[src/rtl/lse_acc_ctrl_pkg.sv]
// Shared constants, state type and identity helper for the log-sum-exp accumulation controller.
package lse_acc_ctrl_pkg;

    localparam int LUT_SIZE      = 16;
    localparam int LUT_PRECISION = 8;
    localparam int LUT_ADDR_W    = $clog2(LUT_SIZE);

    localparam logic [23:0] NEG_INF_24       = 24'h800000;
    localparam logic [5:0]  NEG_INF_6_LANE   = {1'b0, 5'd16};
    localparam logic [23:0] NEG_INF_6_PACKED = {4{NEG_INF_6_LANE}};

    typedef enum logic [1:0] {
        ST_IDLE,
        ST_ACC_ISSUE,
        ST_ACC_WB,
        ST_DONE
    } lse_acc_state_t;

    // Additive identity of the log domain for the selected lane format.
    function automatic logic [23:0] acc_identity(input logic [1:0] mode);
        return (mode == 2'd0) ? NEG_INF_24 : NEG_INF_6_PACKED;
    endfunction

endpackage

[src/rtl/lse_acc_ctrl_lut.sv]
// Register-file correction LUT: one write port, whole table visible as a static output.
module lse_lut_regs
    import lse_acc_ctrl_pkg::*;
(
    input  logic                                     i_clk,
    input  logic                                     i_rst,
    input  logic                                     i_we,
    input  logic [LUT_ADDR_W-1:0]                    i_addr,
    input  logic [LUT_PRECISION-1:0]                 i_wdata,
    output logic [LUT_SIZE-1:0][LUT_PRECISION-1:0]   o_table
);

    logic [LUT_PRECISION-1:0] lut_reg [LUT_SIZE];

    genvar gi;
    generate
        for (gi = 0; gi < LUT_SIZE; gi++) begin : g_entry
            always_ff @(posedge i_clk) begin
                if (i_rst) begin
                    lut_reg[gi] <= '0;
                end else if (i_we && (i_addr == LUT_ADDR_W'(gi))) begin
                    lut_reg[gi] <= i_wdata;
                end
            end
            assign o_table[gi] = lut_reg[gi];
        end
    endgenerate

endmodule

[src/rtl/lse_acc_ctrl.sv]
// Folds a stream of log-domain operands into one log-sum-exp result through an external lse_add.
// Define LSE_ACC_PIPE_EN to register the stream operand before lse_add (two cycles per element).
module lse_acc_ctrl
    import lse_acc_ctrl_pkg::*;
#(
    parameter int p_data_width = 24,
    parameter int p_len_width  = 16
)
(
    input  logic                                     i_clk,
    input  logic                                     i_rst,
    input  logic                                     i_start,
    input  logic [p_len_width-1:0]                   i_len,
    input  logic [1:0]                               i_pe_mode,
    input  logic                                     i_data_valid,
    output logic                                     o_data_ready,
    input  logic [p_data_width-1:0]                  i_data,
    output logic [p_data_width-1:0]                  o_lse_a,
    output logic [p_data_width-1:0]                  o_lse_b,
    output logic [1:0]                               o_lse_mode,
    input  logic [p_data_width-1:0]                  i_lse_sum,
    input  logic                                     i_lut_we,
    input  logic [LUT_ADDR_W-1:0]                    i_lut_addr,
    input  logic [LUT_PRECISION-1:0]                 i_lut_wdata,
    output logic [LUT_SIZE-1:0][LUT_PRECISION-1:0]   o_lut_table,
    output logic                                     o_result_valid,
    input  logic                                     i_result_ready,
    output logic [p_data_width-1:0]                  o_result,
    output logic                                     o_busy
);

    localparam logic [p_len_width-1:0] LEN_ONE = 1;

    lse_acc_state_t            state_reg;
    logic [p_data_width-1:0]   acc_reg;
    logic [p_data_width-1:0]   result_reg;
    logic [p_len_width-1:0]    count_reg;
    logic [p_len_width-1:0]    len_reg;
    logic [1:0]                mode_reg;
    logic                      ready_reg;
    logic                      busy_reg;
    logic                      result_valid_reg;
    logic [p_data_width-1:0]   ident_next;
    logic                      last_elem;
    logic                      lut_we;

    assign ident_next = p_data_width'(acc_identity(i_pe_mode));
    // len is at least 1 whenever this is consulted, so len-1 never wraps.
    assign last_elem  = (count_reg == (len_reg - LEN_ONE));
    assign lut_we     = i_lut_we && (state_reg == ST_IDLE);

    lse_lut_regs u_lut (
        .i_clk   (i_clk),
        .i_rst   (i_rst),
        .i_we    (lut_we),
        .i_addr  (i_lut_addr),
        .i_wdata (i_lut_wdata),
        .o_table (o_lut_table)
    );

`ifdef LSE_ACC_PIPE_EN
    logic [p_data_width-1:0] b_reg;
    assign o_lse_b = b_reg;
`else
    assign o_lse_b = i_data;
`endif

    always_ff @(posedge i_clk) begin
        if (i_rst) begin
            state_reg        <= ST_IDLE;
            acc_reg          <= p_data_width'(NEG_INF_24);
            result_reg       <= '0;
            count_reg        <= '0;
            len_reg          <= '0;
            mode_reg         <= 2'd0;
            ready_reg        <= 1'b0;
            busy_reg         <= 1'b0;
            result_valid_reg <= 1'b0;
`ifdef LSE_ACC_PIPE_EN
            b_reg            <= '0;
`endif
        end else begin
            case (state_reg)
                ST_IDLE: begin
                    if (i_start) begin
                        len_reg   <= i_len;
                        mode_reg  <= i_pe_mode;
                        acc_reg   <= ident_next;
                        count_reg <= '0;
                        busy_reg  <= 1'b1;
                        if (i_len == '0) begin
                            state_reg        <= ST_DONE;
                            result_reg       <= ident_next;
                            result_valid_reg <= 1'b1;
                        end else begin
                            state_reg <= ST_ACC_ISSUE;
                            ready_reg <= 1'b1;
                        end
                    end
                end
`ifdef LSE_ACC_PIPE_EN
                ST_ACC_ISSUE: begin
                    if (ready_reg && i_data_valid) begin
                        b_reg     <= i_data;
                        ready_reg <= 1'b0;
                        state_reg <= ST_ACC_WB;
                    end
                end
                ST_ACC_WB: begin
                    acc_reg   <= i_lse_sum;
                    count_reg <= count_reg + LEN_ONE;
                    if (last_elem) begin
                        state_reg        <= ST_DONE;
                        result_reg       <= i_lse_sum;
                        result_valid_reg <= 1'b1;
                    end else begin
                        state_reg <= ST_ACC_ISSUE;
                        ready_reg <= 1'b1;
                    end
                end
`else
                ST_ACC_ISSUE: begin
                    if (ready_reg && i_data_valid) begin
                        acc_reg   <= i_lse_sum;
                        count_reg <= count_reg + LEN_ONE;
                        if (last_elem) begin
                            state_reg        <= ST_DONE;
                            ready_reg        <= 1'b0;
                            result_reg       <= i_lse_sum;
                            result_valid_reg <= 1'b1;
                        end
                    end
                end
`endif
                ST_DONE: begin
                    if (i_result_ready) begin
                        state_reg        <= ST_IDLE;
                        result_valid_reg <= 1'b0;
                        busy_reg         <= 1'b0;
                    end
                end
                default: state_reg <= ST_IDLE;
            endcase
        end
    end

    assign o_data_ready   = ready_reg;
    assign o_lse_a        = acc_reg;
    assign o_lse_mode     = mode_reg;
    assign o_result_valid = result_valid_reg;
    assign o_result       = result_reg;
    assign o_busy         = busy_reg;

endmodule

[config.mk]
export PLATFORM = sky130hd
export DESIGN_NAME = lse_acc_ctrl
export DESIGN_NICKNAME = d
export VERILOG_FILES = /design/src/rtl/lse_acc_ctrl_pkg.sv /design/src/rtl/lse_acc_ctrl_lut.sv /design/src/rtl/lse_acc_ctrl.sv
export SDC_FILE = /design/constraint.sdc
export NUM_CORES = 1
export LEC_CHECK = 0
export CORE_UTILIZATION = 50
export DETAILED_ROUTE_END_ITERATION = 7
export HOLD_SLACK_MARGIN = 0.03
export PLACE_DENSITY = 0.94
export SLEW_MARGIN = 5
export SYNTH_ARGS = -nofsm -noshare
export SYNTH_HDL_FRONTEND = slang
export SYNTH_SLANG_ARGS = --single-unit
[constraint.sdc]
create_clock -name i_clk -period 7.86 [get_ports i_clk]
set_input_delay 1.179 -clock i_clk [delete_from_list [all_inputs] [get_ports i_clk]]
set_output_delay 1.179 -clock i_clk [all_outputs]
set_load 0.01 [all_outputs]
==> results of run 1 <==
[how the worst min path moves through the flow]
stage                        to  slack (ns)  cells past startpoint
floorplan           len_reg[15]        0.45                      2
global placement     o_lse_a[7]        0.44                      2
detailed placement   o_lse_a[9]        0.44                      2
CTS                  o_lse_a[9]        0.45                      2
global route         o_lse_a[8]        0.48                      2
finish               o_lse_a[9]        0.45                      2
[power by group]
| part | leakage (µW) | total (µW) | internal, µW | switching (µW) |
|---|---|---|---|---|
| Clock | 0.000350 | 1050 | 632 | 422 |
| Sequential | 0.00204 | 1250 | 1230 | 24.6 |
| Combinational | 0.00194 | 256 | 120 | 136 |
| Total | 0.00433 | 2570 | 1980 | 583 |
[through the flow]
stage | cells | cell area [µm²] | worst slack (ns) | hold slack (ns) | total power [µW]
4_1_cts | 1230 | 12040 | 4.477 | 0.4520 | 2580
3_5_place_dp | 1190 | 11300 | 4.309 | 0.4440 | 1532
3_3_place_gp | 1190 | 11300 | 4.399 | 0.4375 | 1524
6_report | 1230 | 12040 | 4.476 | 0.4503 | 2566
5_1_grt | 1230 | 12040 | 4.141 | 0.4787 | 2648
2_1_floorplan | 787 | 8967 | 5.127 | 0.4488 | 1407
[placed cells by master, fill, tap and decap left out, drive strengths merged, types with 4 or more instances in the layout]
master / synthesis / routed
xor2: 12 / 12
nand3: 28 / 28
edfxtp: 128 / 128
a22o: 19 / 19
clkbuf: 31 / 26
buf: 34 / 4
clkdlybuf4s50: 0 / 239
inv: 7 / 7
o21ai: 25 / 25
o2bb2ai: 5 / 5
nand2: 72 / 72
nor4: 7 / 7
nand4: 10 / 10
and4: 4 / 4
nand2b: 9 / 9
and2: 130 / 130
or3: 7 / 7
xnor2: 21 / 21
nor3: 9 / 9
nor2: 51 / 51
dfxtp: 87 / 87
clkinv: 0 / 8
a21oi: 54 / 54
[worst min-delay path: stages, from the launching register on]
cell and delay, ns:
dfxtp_1 0.31, nand2_1 0.05, a21oi_1 0.05
[kinds of logic (layout without fill, tap and decap cells)]
kind of cell | after synthesis | after routing | synth area share [%]
flops | 215 | 215 | 62.29
buf+inv | 72 | 290 | 4.409
simple gates | 339 | 339 | 20.64
fa+ha+maj | 2 | 2 | 0.2790
xor+xnor | 33 | 33 | 3.223
compound gates | 126 | 126 | 9.167
[Yosys cell counts, drive strengths merged, types with 2 or more instances]
cell	count
a211oi	3
a21o	2
a21oi	54
a22o	19
and2	130
and4	4
buf	34
clkbuf	31
dfxtp	87
edfxtp	128
ha	2
inv	7
nand2	72
nand2b	9
nand3	28
nand4	10
nand4b	2
nor2	51
nor3	9
nor4	7
nor4b	2
o2111a	2
o211ai	3
o21ai	25
o2bb2ai	5
o31ai	2
or2	2
or3	7
or4	2
xnor2	21
xor2	12
[cell type report]
class | instances | area (µm²) | share of cell area, %
repair buffers | 243 | 2420 | 20.10
clock inverters | 14 | 148.9 | 1.237
inverters | 7 | 26.28 | 0.2183
flip-flops and latches | 215 | 5585 | 46.39
multi-input cells | 500 | 2990 | 24.84
well taps | 225 | 281.5 | 2.338
clock buffers | 26 | 586.8 | 4.874
[per-layer routing]
| metal | GRT usage, % | part of all wire [%] |
|---|---|---|
| met1 | 31.25 | 40 |
| met2 | 43.57 | 49 |
| met3 | 4.922 | 8.5 |
| met4 | 8.395 | 2.8 |
| met5 | 0 | 0 |
==> flow_summary.yaml, run 1 <==
run_status:
  status: "complete, no violations"
power:
  vdd_drop_max_mv: 0.1534
  p_per_area_nw_per_um2: 213.1
  p_leak_uw: 0.004333
routing:
  ant_nets: 0
  viasPerCell: 5.507
  wl_per_cell_um: 18.85
  routed_wl_um: 23190
  via_count: 6774
  drcViolationCount: 0
  first_iter_violations: 500
  dr.pass1.iters: 4
clock_tree:
  clock_latency_ns: 0.50
  cts_hold_buffers: 0
  cts_buffer_depth: 3
  cts.sinks: 215
  numCtsBuffers: 22
  cts_setup_buffers: 0
  htreeDepth: 1
  root_buffer: "clkbuf_16"
  cts_tree: "done"
  cts_resized: 0
  path_clk_slew_ns: 0.07
final_layout:
  final_nets: 1075
  largest_reg_flops: 128
  fillers: 1195
  finish.utilization_pct: 69.12
  diodes: 0
  syn_to_final_growth_pct: 34.25
  drive_above_1_share_pct: 5.373
synthesis:
  syn_avg_cell_area_um2: 11.39
  synthArstFlopShare_pct: 0
  synth_area_um2: 8967
  synth_top_area_share_pct: 42.86
  ys_ff_latch: 215
  syn-num-nets: 873
  ys.warnings.count: 0
  synth.yosys.seq_area_share_pct: 62.29
  synth_top_cell_by_area: "edfxtp_1"
  yosys-top-cells-area: "edfxtp_1 (43%), dfxtp_1 (19%), and2_1 (9.1%)"
  ys_dominant_reg_cell: "edfxtp_1"
  syn_inst: 787
  synth_edf_count: 128
  yosysUniqueCellTypes: 56
floorplan:
  start_util_pct: 51.49
  io_pins: 289
  die-height_um: 135.9
  fp.dieArea_um2: 18470
  core_region_area_um2: 17420
  row_count: 48
  die_x_um: 135.9
global_routing:
  grt_pass1_wl_um: 35390
  grt.overflow.total: 0
  grt_usage_pct: 25.10
  grt_pass1_vias: 6410
  grt_antenna_before_repair: 0
  grt_max_degree: 53
timing:
  min_period_ns: 3.384
  period_share_pct: 43.06
  finalHoldViolCount: 0
  relSlewSlack_pct: 19.76
  fin_setup_tns_ns: 0
  setup_viol: 0
  rsz0062_at_grt: "false"
  worst_slew_pin_slew_ns: 1.191
  max_clock_freq_mhz: 295.5
  slew_violations: 0
  fin_worst_skew_ns: 0.01822
worst_setup_path:
  path_delay_family: "simple AND/OR/NAND/NOR gates"
  ff2ff_path_depth: 9
  cp.depth: 9
  worstPathMaxFanout: 19
  crit_start: "len_reg[0]"
  end_kind: "flop"
  r2r_slack_ns: 4.48
  worstPathArrival_ns: 3.81
  path_cells: "inv_1 > ha_1 > nor4b_2 > nand3_1 > a2111oi_0 > o2111a_1 > nand4b_1 > nor3_4 > a22o_2"
  crit_slowest_cell: "nor3_4"
  critPathRequiredTime_ns: 8.29
  r2r-start: "len_reg[0]"
  critPathLaunchType: "flop"
  reg2reg_to: "o_result[2]"
  path_class: "reg2reg"
  worstSetupEndpoint: "o_result[2]"
  worst-path-buf-inv: 1
  critPathMaxStageDelay_ns: 0.65
placed_design:
  portBuffers: 240
  dp_hpwl_um: 15930
  gp_congestion: 0.9315
worst_hold_path:
  hp-class: "reg2reg"
  worstHoldStart: "o_lse_a[9]"
run:
  cap_violations: 0
(Power assumes the default switching activity.)
==> run 2, diff against run 1 <==
--- a/config.mk
+++ b/config.mk
@@ -5,10 +5,10 @@
 export SDC_FILE = /design/constraint.sdc
 export NUM_CORES = 1
 export LEC_CHECK = 0
-export CORE_UTILIZATION = 50
+export CORE_UTILIZATION = 42
 export DETAILED_ROUTE_END_ITERATION = 7
 export HOLD_SLACK_MARGIN = 0.03
-export PLACE_DENSITY = 0.94
+export PLACE_DENSITY = 0.85
 export SLEW_MARGIN = 5
 export SYNTH_ARGS = -nofsm -noshare
 export SYNTH_HDL_FRONTEND = slang
==> constraint.sdc (replaced) <==
create_clock -name i_clk -period 2.95 [get_ports i_clk]
set_input_delay 0.4425 -clock i_clk [delete_from_list [all_inputs] [get_ports i_clk]]
set_output_delay 0.4425 -clock i_clk [all_outputs]
set_load 0.01 [all_outputs]
==> run 2 against run 1 <==
Effect of this change:
- critical path depth decreased by 1
- via count rose by 0.78%
- sequential cell count stayed put
- highest routed layer unchanged
- power grew to 2.7 times the previous value
- count of clock-buffer cells in the layout increased by 2
- maximum frequency grew 23%
- sequential share of layout area down 1.2 points
- largest power group unchanged
- critical path type unchanged
==> flow_summary.yaml, run 2 (synthesis gave the netlist of run 1 again) <==
run_status:
  status: "complete, no violations"
timing:
  fin_hold_ws_ns: 0.4538
  relSlewSlack_pct: 45.28
  worst_slew_pin_slew_ns: 0.8183
  min_period_ns: 2.753
  rsz0062_at_grt: "false"
  max_clock_freq_mhz: 363.3
  period_share_pct: 93.31
  setup_viol: 0
  finalHoldViolCount: 0
  fin_worst_skew_ns: 0.01227
  slew_violations: 0
worst_setup_path:
  end_kind: "flop"
  path_class: "reg2reg"
  worstPathArrival_ns: 3.15
  critPathLaunchType: "flop"
  worstPathMaxFanout: 12
  critPathRequiredTime_ns: 3.34
routing:
  viasPerCell: 5.215
  wl_per_cell_um: 18.06
  dr.pass1.iters: 5
  routed_wl_um: 23640
  ant_nets: 0
  first_iter_violations: 324
  via_count: 6827
  drcViolationCount: 0
clock_tree:
  cts.sinks: 215
  clock_latency_ns: 0.51
  htreeDepth: 1
  numCtsBuffers: 23
  cts_tree: "done"
  cts_setup_buffers: 0
  cts_hold_buffers: 0
  root_buffer: "clkbuf_16"
  path_clk_slew_ns: 0.06
  cts_buffer_depth: 3
placed_design:
  gp_congestion: 0.7932
  portBuffers: 240
  dp_cells: 1268
  placed_cell_area_um2: 11580
  dp_hpwl_um: 16860
final_layout:
  syn_to_final_growth_pct: 37.85
  fin_area_um2: 12360
  diodes: 0
  final_nets: 1105
  largest_reg_flops: 128
  final_common_cell: "clkdlybuf4s50_1"
  layout_common_cells: "clkdlybuf4s50_1 (239), and2_1 (130), edfxtp_1 (128)"
  drive_above_1_share_pct: 8.124
  stdcell_count: 1309
  fillers: 1701
global_routing:
  grt_usage_pct: 21.56
  grt_pass1_vias: 6641
  grt_max_degree: 50
  grt.overflow.total: 0
  grt_antenna_before_repair: 0
  grt_pass1_wl_um: 36660
power:
  design_power_total_uw: 6932
  p_leak_uw: 0.004501
  p_per_area_nw_per_um2: 560.7
  vdd_drop_max_mv: 0.4380
floorplan:
  die-height_um: 148.1
  row_count: 53
  die_x_um: 148.1
  fp.dieArea_um2: 21940
  core_region_area_um2: 20960
  io_pins: 289
  start_util_pct: 42.79
worst_hold_path:
  hp-class: "reg2reg"
run:
  cap_violations: 0
-- run 2: path summary, 6_finish.rpt --
path                    from          end  slack [ns]  depth (start not counted)
setup / recovery  len_reg[2]  o_result[6]        0.20                          8
hold / removal    o_lse_a[8]   o_lse_a[8]        0.45                          2
setup reg to reg  len_reg[2]  o_result[6]        0.20                          8
hold reg to reg   o_lse_a[8]   o_lse_a[8]        0.45                          2
-- run 2: stage by stage --
stage	setup TNS [ns]	util [%]	setup slack, ns
after floorplan	0	-	0.3652
after global placement	-0.5624	55.25	-0.04367
after detailed placement	-1.352	55.25	-0.09361
after CTS	0	58.91	0.01192
after global routing	0	58.99	0.01591
final	0	58.99	0.1972
-- run 2: final cells by class --
class / count / area, µm² / area share [%]
Sequential cell: 215 / 5585 / 45.18
Multi-Input combinational cell: 501 / 3023 / 24.45
Timing Repair Buffer: 271 / 2630 / 21.28
Clock buffer: 28 / 614.3 / 4.970
Tap cell: 275 / 344.1 / 2.783
Clock inverter: 12 / 138.9 / 1.123
Inverter: 7 / 26.28 / 0.2125
-- run 2: power by group --
group          switching [µW]  internal [µW]
sequential               62.5           3280
clock                    1130           1740
combinational             367            354
total                    1560           5370
-- run 2: timing repair --
| item | CTS | global route |
|---|---|---|
| pin swaps | 1 | 0 |
| endpoints found under the setup margin | 23 | 25 |
| gates cloned | 1 | 0 |
| gates resized for setup | 0 | 3 |
-- run 2: layer usage --
layer / vias to the layer above / wire (µm) / global-route usage [%]
met5: - / 0 / 0
met4: 0 / 718 / 8.299
met3: 56 / 1740 / 4.755
met2: 291 / 11620 / 37.30
met1: 3274 / 9554 / 26.19
li1: 3206 / - / -
-- run 2: worst max-delay path, stage by stage, from the launching register on --
cell and delay [ns]:
dfxtp_1 0.42, nor3_2 0.37, buf_4 0.18, a41oi_1 0.11, a2111oi_1 0.50, o2111a_1 0.28
and4b_4 0.32, a211oi_4 0.15, a22o_2 0.31
